===== config.mk =====
export PLATFORM = sky130hd
export DESIGN_NAME = serial_add_sequencer
export DESIGN_NICKNAME = d
export VERILOG_FILES = /design/src/rtl/serial_add_sequencer.sv
export SDC_FILE = /design/constraint.sdc
export NUM_CORES = 1
export LEC_CHECK = 0
export BUFFER_PORTS_ARGS = -buffer_cell sky130_fd_sc_hd__buf_4
export CORE_ASPECT_RATIO = 0.8
export CORE_UTILIZATION = 40
export DETAILED_ROUTE_END_ITERATION = 12
export PLACE_DENSITY = 0.73
export SETUP_SLACK_MARGIN = 0.15
export SYNTH_ARGS = -nofsm -noshare
export SYNTH_HDL_FRONTEND = slang
export SYNTH_SLANG_ARGS = --single-unit

===== constraint.sdc =====
create_clock -name clock -period 2.7 [get_ports clock]
set_input_delay 0.54 -clock clock [delete_from_list [all_inputs] [get_ports clock]]
set_output_delay 0.54 -clock clock [all_outputs]
set_load 0.005 [all_outputs]

===== src/rtl/serial_add_sequencer.sv =====
// Sequences a bit-serial adder datapath: operand load, WIDTH shifts, result collection.
// Latency: out_valid rises WIDTH+2 edges after acceptance (counting the accepting edge); holds until out_ready.
module serial_add_sequencer #(
    parameter int WIDTH = 4
) (
    input  logic             clock,
    input  logic             clear,
    input  logic             in_valid,
    output logic             in_ready,
    input  logic [WIDTH-1:0] op_a,
    input  logic [WIDTH-1:0] op_b,
    output logic [WIDTH-1:0] load_a,
    output logic [WIDTH-1:0] load_b,
    output logic             reg_enable,
    output logic             carry_clear_n,
    input  logic             sum_bit,
    input  logic             carry_bit,
    output logic [WIDTH-1:0] result,
    output logic             carry_out,
    output logic             out_valid,
    input  logic             out_ready
);

    localparam int CNT_W = (WIDTH > 2) ? $clog2(WIDTH) : 1;
    localparam logic [CNT_W-1:0] LAST = CNT_W'(WIDTH - 1);

    typedef enum logic [1:0] {
        IDLE  = 2'd0,
        LOAD  = 2'd1,
        SHIFT = 2'd2,
        DONE  = 2'd3
    } state_t;

    state_t           state;
    logic [CNT_W-1:0] count;

    always_ff @(posedge clock or posedge clear) begin
        if (clear) begin
            state         <= IDLE;
            load_a        <= '0;
            load_b        <= '0;
            result        <= '0;
            carry_out     <= 1'b0;
            count         <= '0;
            reg_enable    <= 1'b0;
            out_valid     <= 1'b0;
            in_ready      <= 1'b0;
            carry_clear_n <= 1'b0;
        end else begin
            case (state)
                IDLE: begin
                    reg_enable    <= 1'b0;
                    carry_clear_n <= 1'b1;
                    if (in_ready && in_valid) begin
                        load_a        <= op_a;
                        load_b        <= op_b;
                        in_ready      <= 1'b0;
                        // Carry clear is registered, so it must drop on entry to LOAD.
                        carry_clear_n <= 1'b0;
                        state         <= LOAD;
                    end else begin
                        in_ready <= 1'b1;
                    end
                end
                LOAD: begin
                    count         <= '0;
                    result        <= '0;
                    reg_enable    <= 1'b1;
                    carry_clear_n <= 1'b1;
                    state         <= SHIFT;
                end
                SHIFT: begin
                    result <= {sum_bit, result[WIDTH-1:1]};
                    count  <= count + 1'b1;
                    if (count == LAST) begin
                        // carry_bit here is the carry out of the MSB addition.
                        carry_out  <= carry_bit;
                        reg_enable <= 1'b0;
                        out_valid  <= 1'b1;
                        state      <= DONE;
                    end
                end
                DONE: begin
                    if (out_ready) begin
                        out_valid <= 1'b0;
                        in_ready  <= 1'b1;
                        state     <= IDLE;
                    end
                end
                default: begin
                    reg_enable    <= 1'b0;
                    out_valid     <= 1'b0;
                    in_ready      <= 1'b0;
                    carry_clear_n <= 1'b1;
                    state         <= IDLE;
                end
            endcase
        end
    end

endmodule


==> run_results.csv <==
group,metric,value,unit
cts,clock-sinks,21,
timing,final.setup.worst_slack,1040,ps
timing,setup_tns,0,ps
synthesis,ys.flop_type,"dfrtp_1",
setup_path,crit_chain,"inv_1 > ha_1 > nor2b_4 > nor3_4 > mux2_4",
setup_path,crit_path_max_fanout,10,
power_and_ir_drop,power,1.35,mW
final_layout,post_layout_nonfiller_instances,136,
final_layout,drive_above_1_share,42.3,%
power_and_ir_drop,power.leakage,0.609,nW
setup_path,end_kind,"flip-flop",
grt,grt_pass1_vias,633,
cts,postCtsHoldBufs,0,
grt,grt_antenna_before_repair,0,
timing,setup_viol,0,
setup_path,cp_slowest_stage_delay,400,ps
place,dp_hpwl,1290,um
setup_path,worst_path_max_delay_cell,"dfrtp_1",
setup_path,cp_top_family,"simple AND/OR/NAND/NOR gates",
die,fp.dieH,45.9,um
power_and_ir_drop,p_sw_share,34.8,%
cts,cts_tree,"built",
cts,clk_path_buf_depth,2,
synthesis,synth_cell_types,21,
cts,h-tree-depth,1,
place,post-place-ws,1040,ps
cts,clock_latency,300,ps
synthesis,yosys-top-cells-area,"dfrtp_1 (54%), mux2_2 (11%), ha_1 (7.8%)",
grt,grt_overflow,0,
setup_path,critPathArrivalTime,1860,ps
detailed_routing,ant_nets,0,
setup_path,start_kind,"flip-flop",
power_and_ir_drop,p_per_area,1090,nW/um^2
final_layout,syn_to_final_growth,27.8,%
die,dieArea,2610,sq um
grt,grt_max_degree,22,
grt,grt_util_met2,24.2,%
timing,worst_slew_pin_slew,772,ps
die,die_w,56.9,um
power_and_ir_drop,p_int,0.878,mW
detailed_routing,dr.pass1.iters,8,
synthesis,syn_avg_cell_area,12.2,sq um
timing,drv_slew,0,
cts,post_cts.repair.setup_buffers,0,
grt,grt_use_met1,17.8,%
timing,fin_skew,3.82,ps
grt,globalRouteTotalUtil,14.7,%
detailed_routing,via_per_inst,4.94,
timing,hold_violations,0,
cts,cts_made_buffers,3,
run_status,status,"finished with violations",
final_layout,nets,132,
power_and_ir_drop,p_switching,0.468,mW
place,dp_cells,132,
place,io_buffers,30,
final_layout,antenna_cells,0,
place,globalplace.congestion,0.692,
grt,use_met3,6.25,%
synthesis,synthTopCellsByCount,"dfrtp_1 (21), inv_1 (11), mux2_2 (9)",
detailed_routing,post-route-drc-count,6,
run_status,violations,"DRC",
timing,rsz0062_at_grt,"false",
die,io_pins,31,
synthesis,yosys_warnings,0,
hold_path,hold_class,"primary input to asynchronous set/reset pin",
synthesis,yosysTopAreaCellShare,54.5,%
setup_path,path_class,"flip-flop to flip-flop",
synthesis,ys_seq_area_share,54.5,%
synthesis,yosys.area.top_type,"dfrtp_1",
power_and_ir_drop,clock_power_share,11.3,%
power_and_ir_drop,power_frac_seq,40.1,%
detailed_routing,vias,672,
detailed_routing,routed_wl,1730,um
final_layout,fin_util,55.6,%
cts,ctsResizeCount,0,
timing,max_freq,602,MHz
synthesis,synth_nets,99,
setup_path,required,2900,ps
die,start_util,43.6,%
job,cap_viol_max_count,0,
place,postPlaceCellArea,1210,sq um
timing,slew_headroom,48.5,%
synthesis,ys_ff_latch,21,
synthesis,synth_cells,79,
final_layout,design_area,1230,sq um
die,num_rows,15,
setup_path,path_buf_inv,1,
synthesis,synth-edff-count,0,
synthesis,netlist_area,965,sq um
power_and_ir_drop,ir_worst_vdd,0.000443,V
die,core-area,2210,sq um
power_and_ir_drop,combPwrFrac,48.6,%
timing,period_needed,1660,ps
synthesis,yosysMostFrequentCell,"dfrtp_1",
timing,finalCritPeriodShare,61.5,%
detailed_routing,drtIter0Drc,19,
synthesis,async_reset_ff_share,100,%
grt,grt_busiest_layer,"met2",
timing,holdWs,365,ps
cts,cts-root-buf,"clkbuf_4",
cts,path_clk_slew,120,ps
grt,grt_pass1_wl,2790,um
detailed_routing,wire_per_inst,12.7,um
[cells by family (layout without fill, tap and decap cells)]
kind of cell	Yosys count	in the layout	share of synthesized area [%]
buffers and inverters	13	45	5.84
muxes	12	12	14.3
DFF	21	21	54.5
adders and majority gates	6	6	7.78
and+or+nand+nor	15	15	9.99
AOI/OAI and AO/OA	12	12	7.65
[metal layers]
layer	vias up	wire length, um	part of all wire [%]
met1	319	796	46
met2	23	793	46
met5	-	0	0
met4	0	12	0.69
met3	2	130	7.5
li1	328	-	-
[placed cells by master, fill, tap and decap left out, drive strengths merged]
master,instances
ha,6
inv,11
nor3,1
buf,30
nor2b,1
mux2i,1
and2b,1
nand2,1
mux2,11
a21oi,1
nor2,4
o22a,1
dfrtp,21
a21boi,1
a211o,1
nand3,7
o21ai,8
clkbuf,4
[flip-flops by register name, summed over array words and instances (netlist names)]
register,flops
load_b,4
reg_enable,1
load_a,4
result,4
out_valid,1
carry_clear_n,1
carry_out,1
state,2
count,2
in_ready,1
[path summary, 6_finish.rpt]
| kind | slack [ps] | start | end | depth (start not counted) |
|---|---|---|---|---|
| worst min register to register | 500 | carry_clear_n | carry_clear_n | 1 |
| worst max-delay path | 1040 | state[0] | state[1] | 5 |
| worst max register to register | 1040 | state[0] | state[1] | 5 |
| min in group clock | 460 | op_b[2] | load_b[2] | 2 |
| worst min-delay path | 370 | clear | out_valid | 2 |
| max in group asynchronous | 1860 | clear | state[1] | 2 |
[worst reg2reg max path, stage by stage (launching register included)]
cell	delay (ps)
dfrtp_1	400
inv_1	100
ha_1	330
nor2b_4	190
nor3_4	230
mux2_4	310
[power groups by stage]
| stage | clock network (mW) | logic [mW] | registers [mW] |
|---|---|---|---|
| final | 0.153 | 0.654 | 0.539 |
| after global routing | 0.167 | 0.730 | 0.561 |
| after CTS | 0.160 | 0.663 | 0.541 |
| after detailed placement | 0 | 0.661 | 0.548 |
| after global placement | 0 | 0.646 | 0.539 |
| after floorplan | 0 | 0.420 | 0.543 |
[cell type report]
| cell class | instances | area [sq um] |
|---|---|---|
| fill | 197 | 982 |
| timing repair buffer | 30 | 225 |
| sequential | 21 | 526 |
| inverter | 11 | 41.3 |
| tap | 25 | 31.3 |
| multi-input combinational | 45 | 383 |
| clock buffer | 4 | 26.3 |
(Power assumes the default switching activity.)
